--- src/rtl/fifo_stream_pkg.sv ---
// -----------------------------------------------------------------------------
// fifo_stream_pkg
//   Shared types and helpers for the FIFO stream adapter family (reader now,
//   writer blocks later).
//   - reader_state_t : drain-side state (RD_EMPTY = nothing held,
//                      RD_SERIAL = a word is held and being serialized)
//   - ratio_of()     : number of narrow beats per wide FIFO word
//   - idx_width()    : beat-index register width, never narrower than 1 bit
// -----------------------------------------------------------------------------
package fifo_stream_pkg;

  typedef enum logic {
    RD_EMPTY  = 1'b0,
    RD_SERIAL = 1'b1
  } reader_state_t;

  function automatic int ratio_of(input int in_width, input int out_width);
    return in_width / out_width;
  endfunction

  function automatic int idx_width(input int ratio);
    return (ratio > 1) ? $clog2(ratio) : 1;
  endfunction

endpackage

--- src/rtl/sat_counter.sv ---
// -----------------------------------------------------------------------------
// sat_counter
//   Event counter that sticks at all-ones instead of wrapping.
//   Ports:
//     clock   in   1      posedge clock
//     reset_n in   1      synchronous active-low clear
//     inc     in   1      count one event this cycle
//     count   out  WIDTH  current count
// -----------------------------------------------------------------------------
module sat_counter #(
  parameter int WIDTH = 32
) (
  input  logic             clock,
  input  logic             reset_n,
  input  logic             inc,
  output logic [WIDTH-1:0] count
);

  always_ff @(posedge clock) begin
    if (!reset_n) begin
      count <= '0;
    end else if (inc && (count != '1)) begin
      count <= count + 1'b1;
    end
  end

endmodule

--- src/rtl/fifo_stream_reader.sv ---
// -----------------------------------------------------------------------------
// fifo_stream_reader
//   Drains a show-ahead FIFO (fifo_q valid whenever !fifo_empty, fifo_rdreq
//   pops) and serializes each IN_WIDTH word into IN_WIDTH/OUT_WIDTH beats on a
//   valid/ready stream, least-significant beat first. The next word is popped
//   in the same cycle the last beat is accepted, so back-to-back words stream
//   without a bubble.
//
//   Optional feature macro: FIFO_READER_STATS_EN adds saturating statistics
//   counters (stat_words, stat_stall). Without it those ports do not exist and
//   the datapath is unchanged.
//
//   Ports:
//     clock       in   1          posedge clock
//     reset_n     in   1          synchronous active-low reset
//     fifo_q      in   IN_WIDTH   FIFO head word
//     fifo_empty  in   1          FIFO empty
//     fifo_rdreq  out  1          pop FIFO head this cycle (combinational)
//     out_data    out  OUT_WIDTH  current beat
//     out_valid   out  1          beat valid
//     out_last    out  1          beat is the last of its word
//     out_ready   in   1          consumer accepts beat
//     flush       in   1          drop held word, return to RD_EMPTY
//     busy        out  1          a word is held (same as out_valid)
//     stat_words  out  CNT_WIDTH  words popped          (stats build only)
//     stat_stall  out  CNT_WIDTH  valid && !ready cycles (stats build only)
// -----------------------------------------------------------------------------
module fifo_stream_reader
  import fifo_stream_pkg::*;
#(
  parameter int IN_WIDTH  = 512,
  parameter int OUT_WIDTH = 64,
  parameter int CNT_WIDTH = 32
) (
  input  logic                 clock,
  input  logic                 reset_n,
  input  logic [IN_WIDTH-1:0]  fifo_q,
  input  logic                 fifo_empty,
  output logic                 fifo_rdreq,
  output logic [OUT_WIDTH-1:0] out_data,
  output logic                 out_valid,
  output logic                 out_last,
  input  logic                 out_ready,
  input  logic                 flush,
  output logic                 busy
`ifdef FIFO_READER_STATS_EN
  ,
  output logic [CNT_WIDTH-1:0] stat_words,
  output logic [CNT_WIDTH-1:0] stat_stall
`endif
);

  localparam int RATIO = ratio_of(IN_WIDTH, OUT_WIDTH);
  localparam int IDX_W = idx_width(RATIO);
  localparam logic [IDX_W-1:0] LAST_IDX = IDX_W'(RATIO - 1);

  if (((IN_WIDTH % OUT_WIDTH) != 0) || ((RATIO & (RATIO - 1)) != 0) || (CNT_WIDTH < 1))
  begin : g_param_check
    $error("fifo_stream_reader: illegal IN_WIDTH/OUT_WIDTH/CNT_WIDTH combination");
  end

  reader_state_t                     state;
  logic [IDX_W-1:0]                  idx;
  logic [RATIO-1:0][OUT_WIDTH-1:0]   hold;
  logic                              accept;
  logic                              at_last;

  assign at_last   = (idx == LAST_IDX);
  assign out_valid = (state == RD_SERIAL);
  assign busy      = out_valid;
  assign out_last  = out_valid && at_last;

  // A beat presented together with flush is dropped, not delivered.
  assign accept = out_valid && out_ready && !flush;

  // Pop when nothing is held, or when the final beat of the held word is
  // leaving this cycle; reset and flush both suppress the pop.
  assign fifo_rdreq = reset_n && !flush && !fifo_empty &&
                      ((state == RD_EMPTY) || (accept && at_last));

  if (RATIO == 1) begin : g_single_beat
    assign out_data = hold[0];
  end else begin : g_multi_beat
    assign out_data = hold[idx];
  end

  // NOTE: every register in this block is assigned with <=, so all of them
  // update together from the values they held before the clock edge.
  always_ff @(posedge clock) begin
    if (!reset_n) begin
      state <= RD_EMPTY;
      idx   <= '0;
      // NOTE: the hold register is cleared in reset so out_data reads zero
      // after reset; it is a single word, not a storage array.
      hold  <= '0;
    end else if (flush) begin
      state <= RD_EMPTY;
      idx   <= '0;
    end else if (fifo_rdreq) begin
      hold  <= fifo_q;
      idx   <= '0;
      state <= RD_SERIAL;
    end else if (accept) begin
      if (at_last) begin
        state <= RD_EMPTY;
        idx   <= '0;
      end else begin
        idx <= idx + 1'b1;
      end
    end
  end

`ifdef FIFO_READER_STATS_EN
  logic stall_cycle;
  assign stall_cycle = out_valid && !out_ready;

  sat_counter #(.WIDTH(CNT_WIDTH)) u_stat_words (
    .clock   (clock),
    .reset_n (reset_n),
    .inc     (fifo_rdreq),
    .count   (stat_words)
  );

  sat_counter #(.WIDTH(CNT_WIDTH)) u_stat_stall (
    .clock   (clock),
    .reset_n (reset_n),
    .inc     (stall_cycle),
    .count   (stat_stall)
  );
`endif

endmodule

--- config.mk ---
export PLATFORM = sky130hd
export DESIGN_NAME = fifo_stream_reader
export DESIGN_NICKNAME = d
export VERILOG_FILES = /design/src/rtl/fifo_stream_pkg.sv /design/src/rtl/sat_counter.sv /design/src/rtl/fifo_stream_reader.sv
export SDC_FILE = /design/constraint.sdc
export NUM_CORES = 1
export LEC_CHECK = 0
export BUFFER_PORTS_ARGS = -buffer_cell sky130_fd_sc_hd__buf_2
export CAP_MARGIN = 25
export CORE_AREA = 2 2 227 229
export CTS_CLUSTER_DIAMETER = 120
export DETAILED_ROUTE_END_ITERATION = 10
export DIE_AREA = 0 0 229 231
export PLACE_DENSITY = 0.75
export SLEW_MARGIN = 20
export SYNTH_ARGS = -nofsm -noshare
export SYNTH_HDL_FRONTEND = slang
export SYNTH_HIERARCHICAL = 1
export SYNTH_SLANG_ARGS = --single-unit
--- constraint.sdc ---
create_clock -name clock -period 4.7 [get_ports clock]
set_input_delay 0 -clock clock [delete_from_list [all_inputs] [get_ports clock]]
set_output_delay 0 -clock clock [all_outputs]
set_load 0.03 [all_outputs]
# --- Word level (Yosys, flattened, before mapping) ---
# Index checks and enable logic that the tools add are counted.
# Widths: inputs -> output; s select.
word_totals:
  reg_bits: 516
  inputBits: 517
  output_inout_bits: 68
  word_cells: 38
op_classes:
  addsub: 1
  order_cmp: 1
  eq_ne: 1
  mux: 6
  n_bitwise: 3
  n_reduce_logical: 16
ops:
  columns: ["op", "n"]
  rows:
  - ["$bmux 64 s3", 1]
  - ["$mux 64", 1]
  - ["$logic_and 1x1->1", 7]
  - ["$lt 3x4->1 const B", 1]
  - ["$reduce_and 2->1", 2]
  - ["$reduce_bool 2->1", 2]
  - ["$add 3x1->3 const B", 1]
  - ["$eq 3x3->1 const B", 1]
  - ["$mux 1", 3]
  - ["$mux 3", 1]
  - ["$not 1->1", 3]
  - ["$reduce_or 3->1", 1]
  - ["$logic_not 1->1", 2]
  - ["$reduce_or 2->1", 1]
  - ["$logic_or 1x1->1", 1]

# --- Logic depth before layout (Yosys ltp) ---
logic_depth:
  word_depth: 7
  ltp_mapped: 8
  ltp_nobuf: 6

# --- Worst setup path before layout ---
# OpenSTA, ideal clock, no wires.
synth_path:
  kind: "register to register"
  from: "reg idx[1]"
  to: "reg idx[2]"
  setup_ns: 0.131
  arrival_time_ns: 1.711
  required_ns: 4.569
  setup_slack_ns: 2.858
  path_stages_with_launch: 9
  n_path_buf: 2
  synth_period_minus_slack_ns: 1.842
  path_cell_list: "dfxtp_1 -> ha_1 -> ha_1 -> a21boi_0 -> or3_1 -> buf_4 -> buf_6 -> inv_1 -> nor3_1"
synth_between:
  elab_chain_len: 5
  word_cells_on_any_way: 7
  cone_classes: "add/sub: 1; eq/ne: 1; mux: 1; reduce/logical: 4"
synth_lines:
  columns: ["item", "line", "text"]
  rows:
  - ["start, declared", "fifo_stream_reader.sv:63", "logic [IDX_W-1:0] idx;"]
  - ["start signal, assigned", "fifo_stream_reader.sv:108", "idx <= idx + 1'b1;"]
  - ["$eq 3x3->1", "fifo_stream_reader.sv:68", "assign at_last = (idx == LAST_IDX);"]
  - ["$logic_and 1x1->1", "fifo_stream_reader.sv:79", "((state == RD_EMPTY) || (accept && at_last));"]
  - ["$logic_or 1x1->1", "fifo_stream_reader.sv:79", null]
  - ["$logic_and 1x1->1", "fifo_stream_reader.sv:78", "assign fifo_rdreq = reset_n && !flush && !fifo_empty &&"]
  - ["via fifo_rdreq", "fifo_stream_reader.sv:39", "output logic fifo_rdreq,"]
  - ["$reduce_or 3->1 (no line)", null, null]
# The timed path passes the listed nets, and every way through them passes these cells.
# A chain may end at the register's enable or synchronous reset.

# --- Final worst setup path ---
layout_path:
  from: "reg idx[0]"
  to: "reg hold[114] in the netlist's numbering"
layout_between:
  elab_chain_len: 5
layout_lines:
  columns: ["item", "line", "text"]
  rows:
  - ["$eq 3x3->1", "fifo_stream_reader.sv:68", null]
  - ["$logic_and 1x1->1", "fifo_stream_reader.sv:79", null]
  - ["$logic_or 1x1->1", "fifo_stream_reader.sv:79", null]
  - ["$logic_and 1x1->1", "fifo_stream_reader.sv:78", null]
  - ["$reduce_and 2->1 (no line)", null, null]
  - ["end signal, assigned", "fifo_stream_reader.sv:100", "hold <= fifo_q;"]
  - ["end, declared", "fifo_stream_reader.sv:64", "logic [RATIO-1:0][OUT_WIDTH-1:0] hold;"]
# Every way passes these cells.

==> results.py <==
metrics = {
    "sta": {
        "drv_slew": 0,
        "rsz0062_at_grt": "no",
        "setup_tns_ns": 0,
        "holdWs_ns": 0.188,
        "max_freq_ghz": 0.273,
        "finClkSkew_ns": 0.0214,
        "setup_viol": 0,
        "min_period_ns": 3.67,
        "maxSlewHeadroom": 0.177,
        "max_slew.worst_pin.slew_ns": 1.24,
        "fin_ws_ns": 1.03,
        "fin_crit_sh": 0.780,
        "finalHoldViolations": 0,
    },
    "route": {
        "avgViaCountPerCell": 5.29,
        "drc": 0,
        "dr.pass1.iters": 5,
        "ant_nets": 0,
        "wl_per_cell_um": 21.1,
        "drt_iter0_markers": 1782,
        "wl_um": 90800,
        "num_vias": 22700,
    },
    "cells_and_area": {
        "most-common-layout-cells": "629 x dlygate4sd3_1, 583 x buf_2, 514 x nand2_1",
        "syn_to_final_growth_pct": 47.1,
        "ff_latch_area_um2": 10300,
        "multi_input_area_um2": 10800,
        "fillCellCount": 3152,
        "layout_commonest_cell": "dlygate4sd3_1",
        "drive_gt1_frac": 0.251,
        "layout.nets": 4079,
    },
    "power": {
        "leakagePower_nw": 19.7,
        "vdd_drop_max_v": 0.000268,
        "power_density_nw_per_um2": 307,
        "p_total_w": 0.0109,
    },
    "clock_tree": {
        "clock_path_buffers": 3,
        "postCtsHoldBufs": 629,
        "clock_latency_ns": 0.61,
        "post_cts_resized": 0,
        "cts-htree-levels": 2,
        "root_buffer": "clkbuf_16",
        "cts_tree": "yes",
        "clk_transition_reported_paths_ns": 0.07,
        "post_cts_buffers": 0,
        "cts_made_buffers": 55,
        "cts_num_sinks": 516,
    },
    "critical_path": {
        "critPathSlowestCell": "or3_4",
        "cp_max_fo": 48,
        "startpoint_type": "register",
        "critPathRequiredTime_ns": 5.23,
        "cp-end-kind": "register",
        "crit_chain": "ha_1 > ha_1 > a21boi_0 > or3_4 > buf_12 > buf_4 > mux2i_1 > dlygate4sd3_1",
        "worstPathArrival_ns": 4.20,
        "path_class": "register to register",
        "crit_top_cell": "ha_1",
        "slowest_delay_ns": 0.78,
    },
    "synth": {
        "yosys.area.top_type": "dfxtp_1",
        "synthCells": 2413,
        "yosysTopAreaCellShare": 0.429,
        "synth_nets": 2932,
        "synth-simple-area-share": 0.0826,
        "synth_top_family_by_area": "multiplexers",
        "synth_xor_xnor_area_share": 0,
        "synth_area_um2": 24100,
        "synth_seq_area_share": 0.429,
        "yosys-top-cells-area": "dfxtp_1 43%, mux2i_1 21%, mux4_2 12%",
        "ys_types": 21,
        "synth_compound_area_frac": 0.000936,
        "ys_ff_latch": 516,
        "avgSynthCellArea_um2": 9.97,
        "synthAdderAreaFrac": 0.00104,
        "yosysWarnings": 6,
        "muxShareOfSynthArea": 0.363,
    },
    "placed_design": {
        "place_ws_ns": 1.65,
        "place_congestion": 0.878,
        "io_buffers": 584,
        "dp_hpwl_um": 45700,
    },
    "floorplanning": {
        "num_rows": 83,
        "core_area_um2": 50700,
        "die_y_um": 231,
        "num_io_pins": 585,
        "start_util": 0.475,
        "die_w_um": 229,
        "die_area_um2": 52900,
    },
    "grt": {
        "grtUsageTotal": 0.334,
        "grt_pass1_wl_um": 138000,
        "grt_max_degree": 233,
        "overflow": 0,
        "antenna_found_initial": 17,
        "grt_pass1_vias": 25300,
    },
    "job": {
        "cap_violations": 0,
    },
    "status": {
        "status": "finished, final reports clean",
    },
    "worst_hold_path": {
        "hold_path.class": "input port to register",
    },
}
==> critical path: cells and delay by family, from the launching register on <==
kind | cells | cell delay (ns)
multiplexers | 1 | 0.27
flip-flops | 1 | 0.52
buffers and inverters | 3 | 1.19
AO/OA/AOI/OAI | 1 | 0.26
adder cells (fa/ha/maj) | 2 | 0.54
AND/OR/NAND/NOR | 1 | 0.78
==> logic make-up after synthesis <==
| kind of cell | count (synthesis) |
|---|---|
| simple gates | 523 |
| mux | 705 |
| buf+inv | 664 |
| flops | 516 |
| compound gates | 3 |
| fa+ha+maj | 2 |
==> routing by layer <==
metal	part of all wire	global-route usage	up-vias	routed length, um
met5	0.00025	0	-	23
met4	0.084	0.271	4	7620
met3	0.076	0.0742	560	6870
li1	-	-	9988	-
met1	0.35	0.351	10800	31600
met2	0.49	0.578	1427	44700
==> layout make-up <==
type	count	area share
timing repair buffer	1241	0.270
inverter	513	0.0544
antenna	16	0.00113
tap	680	0.0240
clock inverter	23	0.00711
multi-input combinational	1233	0.305
clock buffer	79	0.0466
sequential	516	0.292
==> cell usage after synthesis <==
cell      count
nand2b_2      1
nand3b_1      1
buf_6        52
mux2i_1     513
and2_1        1
mux4_2      128
a211oi_1      2
dfxtp_1     516
clkbuf_1     66
buf_4        11
nor3_1        1
ha_1          2
nor2_1        1
buf_2        22
inv_1       513
mux2_2       64
nand2_1     514
or3b_2        1
nor2b_1       1
a21boi_0      1
or3_1         2
==> registers in the layout (all words and copies together), names as in the netlist <==
register  count
hold        512
busy          1
idx           3
==> through the flow <==
step	instance area, um^2	util	std cells
3_3_place_gp	27200	0.536	3554
6_report	35400	0.698	4301
3_5_place_dp	27200	0.536	3554
5_1_grt	35400	0.698	4298
2_1_floorplan	24100	-	2413
4_1_cts	35300	0.697	4285
==> power by group <==
part	total, W	internal, W	switching [W]
Sequential	0.00476	0.00461	0.000148
Combinational	0.00155	0.000838	0.000713
Clock	0.00455	0.00266	0.00189
==> worst paths after layout <==
check                         startpoint                     end  slack [ns]  depth (start not counted)
hold / removal               fifo_q[355]  hold[355]$_SDFFE_PN0P_        0.19                          4
hold reg to reg   hold[400]$_SDFFE_PN0P_  hold[400]$_SDFFE_PN0P_        0.46                          2
setup reg to reg     idx[0]$_SDFFE_PP0P_  hold[114]$_SDFFE_PN0P_        1.03                          8
setup / recovery     idx[0]$_SDFFE_PP0P_  hold[114]$_SDFFE_PN0P_        1.03                          8
(Power assumes the default switching activity.)
